[config.mk]
export PLATFORM = sky130hd
export DESIGN_NAME = bus_master_ctrl
export DESIGN_NICKNAME = d
export VERILOG_FILES = /design/src/rtl/bus_pkg.sv /design/src/rtl/bus_beat_cnt.sv /design/src/rtl/bus_master_ctrl.sv
export SDC_FILE = /design/constraint.sdc
export NUM_CORES = 1
export LEC_CHECK = 0
export ABC_AREA = 1
export BUFFER_PORTS_ARGS = -buffer_cell sky130_fd_sc_hd__buf_2
export CORE_MARGIN = 2
export CORE_UTILIZATION = 41
export CTS_BUF_LIST = sky130_fd_sc_hd__clkbuf_2
export CTS_CLUSTER_DIAMETER = 60
export CTS_CLUSTER_SIZE = 28
export DETAILED_ROUTE_END_ITERATION = 10
export GPL_TIMING_DRIVEN = 0
export PLACE_DENSITY = 0.88
export SLEW_MARGIN = 10
export SYNTH_ARGS = -nofsm -noshare
export SYNTH_HDL_FRONTEND = slang
export SYNTH_SLANG_ARGS = --single-unit
[constraint.sdc]
create_clock -name i_clk -period 3.6 [get_ports i_clk]
set_input_delay 0 -clock i_clk [delete_from_list [all_inputs] [get_ports i_clk]]
set_output_delay 0 -clock i_clk [all_outputs]
set_load 0.02 [all_outputs]
[src/rtl/bus_pkg.sv]
// Shared definitions for the bus master request controller.
package bus_pkg;

  localparam int unsigned BUS_ADDR_W = 8;
  localparam int unsigned BUS_DATA_W = 32;
  localparam int unsigned BUS_LEN_W  = 4;

  typedef enum logic [1:0] {
    StIdle   = 2'd0,
    StReq    = 2'd1,
    StXfer   = 2'd2,
    StRdTail = 2'd3
  } bus_state_e;

endpackage

[src/rtl/bus_beat_cnt.sv]
// Beat index for one burst, last-beat flag and wrapped beat address.
module bus_beat_cnt
  import bus_pkg::*;
#(
  parameter int unsigned ADDR_W = BUS_ADDR_W,
  parameter int unsigned LEN_W  = BUS_LEN_W
) (
  input  logic              i_clk,
  input  logic              i_reset_n,
  input  logic              i_clr,
  input  logic              i_inc,
  input  logic [ADDR_W-1:0] i_base,
  input  logic [LEN_W-1:0]  i_len,
  output logic              o_last,
  output logic [ADDR_W-1:0] o_addr
);

  logic [LEN_W-1:0] r_idx;

  // Beat index: cleared on command accept, advanced once per issued beat.
  always_ff @(posedge i_clk) begin
    if (!i_reset_n) begin
      r_idx <= '0;
    end else if (i_clr) begin
      r_idx <= '0;
    end else if (i_inc) begin
      r_idx <= r_idx + LEN_W'(1);
    end
  end

  assign o_last = (r_idx == i_len);
  // Address wraps naturally at the bus address width.
  assign o_addr = i_base + ADDR_W'(r_idx);

endmodule

[src/rtl/bus_master_ctrl.sv]
// Master-side bus request controller: takes a burst command, requests the bus,
// issues one beat per granted cycle and returns read data to the engine.
module bus_master_ctrl
  import bus_pkg::*;
#(
  parameter int unsigned ADDR_W = BUS_ADDR_W,
  parameter int unsigned DATA_W = BUS_DATA_W,
  parameter int unsigned LEN_W  = BUS_LEN_W
) (
  input  logic              i_clk,
  input  logic              i_reset_n,
  input  logic              i_cmd_valid,
  output logic              o_cmd_ready,
  input  logic              i_cmd_wr,
  input  logic [ADDR_W-1:0] i_cmd_addr,
  input  logic [LEN_W-1:0]  i_cmd_len,
  input  logic [DATA_W-1:0] i_wr_data,
  output logic              o_wr_pop,
  output logic [DATA_W-1:0] o_rd_data,
  output logic              o_rd_valid,
  output logic              o_done,
  output logic              o_m_req,
  input  logic              i_m_grt,
  output logic              o_m_wr,
  output logic [ADDR_W-1:0] o_m_addr,
  output logic [DATA_W-1:0] o_m_dout,
  input  logic [DATA_W-1:0] i_m_din
);

  bus_state_e        r_state;
  logic              r_wr;
  logic [ADDR_W-1:0] r_base;
  logic [LEN_W-1:0]  r_len;
  logic              r_cmd_ready;
  logic              r_m_req;
  logic              r_rd_valid;
  logic              r_done;

  logic              w_accept;
  logic              w_in_xfer;
  logic              w_beat;
  logic              w_last;
  logic              w_last_beat;
  logic [ADDR_W-1:0] w_addr;

  assign w_accept    = (r_state == StIdle) && i_cmd_valid;
  assign w_in_xfer   = (r_state == StXfer);
  // A beat goes out on every granted XFER cycle; ungranted cycles stall.
  assign w_beat      = w_in_xfer && i_m_grt;
  assign w_last_beat = w_beat && w_last;

  bus_beat_cnt #(
    .ADDR_W (ADDR_W),
    .LEN_W  (LEN_W)
  ) u_beat_cnt (
    .i_clk     (i_clk),
    .i_reset_n (i_reset_n),
    .i_clr     (w_accept),
    .i_inc     (w_beat),
    .i_base    (r_base),
    .i_len     (r_len),
    .o_last    (w_last),
    .o_addr    (w_addr)
  );

  // Burst sequencing plus the registered handshake/status outputs.
  always_ff @(posedge i_clk) begin
    if (!i_reset_n) begin
      r_state     <= StIdle;
      r_wr        <= 1'b0;
      r_base      <= '0;
      r_len       <= '0;
      r_cmd_ready <= 1'b1;
      r_m_req     <= 1'b0;
      r_rd_valid  <= 1'b0;
      r_done      <= 1'b0;
    end else begin
      // Slave answers a read one cycle after the address; done lands the
      // cycle after the final beat for both directions.
      r_rd_valid <= w_beat && !r_wr;
      r_done     <= w_last_beat;
      unique case (r_state)
        StIdle: begin
          if (i_cmd_valid) begin
            r_wr        <= i_cmd_wr;
            r_base      <= i_cmd_addr;
            r_len       <= i_cmd_len;
            r_cmd_ready <= 1'b0;
            r_m_req     <= 1'b1;
            r_state     <= StReq;
          end
        end
        StReq: begin
          if (i_m_grt) r_state <= StXfer;
        end
        StXfer: begin
          if (w_last_beat) begin
            r_m_req <= 1'b0;
            if (r_wr) begin
              r_cmd_ready <= 1'b1;
              r_state     <= StIdle;
            end else begin
              r_state <= StRdTail;
            end
          end
        end
        StRdTail: begin
          r_cmd_ready <= 1'b1;
          r_state     <= StIdle;
        end
        default: r_state <= StIdle;
      endcase
    end
  end

  assign o_cmd_ready = r_cmd_ready;
  assign o_m_req     = r_m_req;
  assign o_done      = r_done;
  assign o_rd_valid  = r_rd_valid;
  assign o_rd_data   = r_rd_valid ? i_m_din : '0;
  assign o_m_wr      = w_beat && r_wr;
  assign o_wr_pop    = w_beat && r_wr;
  assign o_m_addr    = w_in_xfer ? w_addr : '0;
  assign o_m_dout    = w_in_xfer ? i_wr_data : '0;

endmodule

==> metrics.md <==
| Metric | Value |
|---|---|
| Wire length on met1 | 2.22 mm |
| Critical path data arrival time | 2280 ps |
| Commonest cells after routing, fill and taps aside | buf_2, inv_1, nor2_1, nand2_1, dfxtp_1 |
| Crit path kind | reg2out |
| Max-capacitance violation count | 0 |
| Hold EP | r_state[0] |
| Achievable Freq | 438 MHz |
| Peak VDD IR | between 0.0002 and 0.00025 V |
| Nets in the synthesized netlist | 392 |
| YS warnings | 0 |
| Cell Pwr Density | about 350 mW/mm^2 |
| Ports placed on the boundary | 159 |
| Number of standard cells in the final layout excluding fillers | roughly 540 |
| Pre-CTS setup slack | 1830 ps |
| Cell type with the largest total area after synthesis | dfxtp_1 |
| Wire length of the first global-routing pass | around 8.4 mm |
| Final setup skew | 7.33 ps |
| Highest metal layer with signal wires | met4 |
| Wire per inst | approximately 11 um |
| Clock transition time at the flip-flop clock pins of the worst setup and hold paths | ~230 ps |
| Number of design rule violations left after detail routing | 0 |
| Router iterations before antenna repair | 4 |
| Weighted congestion reported at the end of routability-driven placement | ~0.80 |
| Min-delay worst type | in2reg |
| Placed cell count | approximately 510 |
| Flops & latches, synth | 23 |
| Total via count in the routed design | about 2400 |
| Net total in the final layout | between 500 and 600 |
| Sink Count | 23 |
| Total of endpoints with negative setup slack in the final report | 0 |
| Total clock buffers created by CTS | 3 |
| Type of destination of the critical path | output port |
| Number of routed nets with antenna violations | 0 |
| Crit Path Max Fanout | 5 |
| Antenna violations before repair | 0 |
| Pin slew with the least headroom to its limit | 403 ps |
| Port Buf Inserts | between 150 and 200 |
| Die ar. | between 0.004 and 0.005 mm^2 |
| Worst hold path stage count | 5 |
| Pin count of the biggest net entering global routing | 14 |
| Worst r2r dst | r_base[6] |
| Ant diodes | 0 |
| Share of layout cells above drive strength 1 | 0.358 |
| Dominant cells by area after synthesis | dfxtp_1, inv_1, nand2_1 |
| Sequential-to-total area share from yosys stat | 0.271 |
| Setup slack after layout | ~1300 ps |
| Min Tclk post-route | about 2300 ps |
| Die outline height | between 60 and 70 um |
| Critical register-to-register path startpoint | r_state[0] |
| Core area | around 0.0040 mm^2 |
| Total Neg Setup Slack | 0 ps |
| H-tree depth | 1 |
| Count of distinct cell types in the synthesized netlist | 26 |
| Die W | around 68 um |
| Latest clock arrival within the worst-skew pair | 350 ps |
| Detailed Route WL | 5.95 mm |
| Routed met3 length | slightly above 400 um |
| Total track usage | 0.240 |
| Crit path buffers/inverters | 3 |
| Post-Syn Area | around 0.0017 mm^2 |
| Post-route fraction of the period consumed by the critical path | 0.634 |
| Maximum buffer depth of the clock tree | 2 |
| Unrepaired setup endpoints after global routing | false |
| Half-perimeter wire length after detailed placement | 4.56 mm |
| Root cell of the clock tree | clkbuf_2 |
| Outcome | completed |
| Synthesized area per cell | ~5.6 um^2 |
| Gate count after technology mapping | between 300 and 400 |
| CTS tree | yes |
| Number of violations reported at the end of detailed-routing iteration 0 | 43 |
| Sum of overflow across all layers after global routing | 0 |
| Effective utilization at floorplan | 0.425 |
| Hold Violations, Final | 0 |
| Std cell rows | 23 |
| Family with the most delay on the worst path | adder cells |
| Max-slew violation count | 0 |
| Routed met2 length | between 3 and 4 mm |
| Detail-routed via count per cell | ~4.5 |
| Via count of the first global-routing pass | between 2000 and 2500 |
| Worst reg-to-reg setup slack | between 1500 and 2000 ps |
| Area share of the largest cell type after synthesis | 0.271 |
| CP most frequent cell | nand2_1 |
| Crit path launch type | register |
| Commonest non-fill, non-tap cell in the layout | buf_2 |
| Total Power Consumption | a little under 1000 uW |
| Worst-case headroom to the max-slew limit | 0.731 |
| Total leakage power | roughly 0.002 uW |
| Worst min-delay path startpoint | i_cmd_valid |
| Largest incremental delay on the critical path | 420 ps |
| Required @ worst endpoint | roughly 3600 ps |
| Worst path cell trace | ha_1 > fa_1 > nand2_1 > inv_1 > o21ai_0 > nand2_1 > nand2_1 > inv_1 > a21oi_1 > nor3_1 > buf_2 |
| Area added between synthesis and finish | 64.3% |
| Filler Cell Count | about 370 |
| Slowest cell on crit path | dfxtp_1 |
| Worst reg-to-reg path cell count | 6 |
-- sequential cells by signal, summed over array words and instances (netlist names) --
register,cells
r_wr,1
r_len,4
r_base,8
o_done,1
u_beat_cnt.r_idx,4
o_m_req,1
o_rd_valid,1
o_cmd_ready,1
r_state,2
-- cells in the mapped netlist (all sizes together) --
cell      n
clkbuf    4
a22oi     1
nor4      1
dfxtp    23
fa        1
nand3     9
nand4     3
nor3      4
o2111ai   1
o21ai    19
inv      91
nand2    59
a21oi    16
xnor2     1
buf       6
a211oi    1
nor2     59
o31ai     1
ha        5
-- cells by family (layout without fill, tap and decap cells) --
group / after synthesis / in the layout / share of synthesized area
fa+ha+maj: 6 / 6 / 0.0485
xor+xnor: 1 / 1 / 0.00515
simple gates: 135 / 135 / 0.322
buf+inv: 101 / 285 / 0.227
flops: 23 / 23 / 0.271
compound gates: 39 / 39 / 0.126
-- per-stage QoR --
step	area, um^2	util	hold slack [ps]
6_report	2800	0.699	79.2
4_1_cts	2800	0.699	71.6
2_1_floorplan	1700	-	119
3_3_place_gp	2550	0.639	248
3_5_place_dp	2550	0.639	256
5_1_grt	2800	0.699	92.8
-- worst max path at each step --
stage | from | slack [ps] | depth (start not counted) | end
after global routing | u_beat_cnt.r_idx[0] | 1110 | 11 | o_m_addr[6]
after CTS | u_beat_cnt.r_idx[0] | 1410 | 11 | o_m_addr[6]
after global placement | u_beat_cnt.r_idx[0] | 1860 | 10 | o_m_addr[6]
final | u_beat_cnt.r_idx[0] | 1320 | 11 | o_m_addr[6]
after detailed placement | u_beat_cnt.r_idx[0] | 1830 | 11 | o_m_addr[6]
after floorplan | u_beat_cnt.r_idx[0] | 1790 | 9 | o_m_addr[6]
-- what timing repair did --
item | in CTS | in global routing
endpoints found under the hold margin | 17 | 0
setup buffers | 0 | 0
hold buffers | 22 | 0
resized for setup | 0 | 0
-- per-layer routing --
metal | vias to the layer above | track usage
met5 | - | 0
met4 | 0 | 0.0900
met3 | 12 | 0.0378
met2 | 88 | 0.484
met1 | 1061 | 0.238
li1 | 1257 | -
-- worst min-delay path: cells and delay by family --
family / cells / cell delay [ps]
AO/OA/AOI/OAI: 1 / 120
buffers and inverters: 3 / 240
AND/OR/NAND/NOR: 1 / 60
-- power by group --
part | switching, uW | leakage, uW | total (uW) | internal [uW]
clock network | 82.7 | 0.0000164 | 108 | 25.2
logic | 334 | 0.00180 | 528 | 193
registers | 41.3 | 0.000189 | 343 | 301
-- layout make-up --
| type | count | area, um^2 | share of cell area |
|---|---|---|---|
| plain buffers | 10 | 45.0 | 0.0161 |
| clock buffers | 3 | 15.0 | 0.00537 |
| clock inverters | 1 | 5.00 | 0.00179 |
| inverters | 91 | 342 | 0.122 |
| multi-input cells | 181 | 855 | 0.306 |
| flip-flops and latches | 23 | 460 | 0.165 |
| well taps | 50 | 62.6 | 0.0224 |
| repair buffers | 180 | 1010 | 0.362 |
Power figures use the tool's default switching activity.
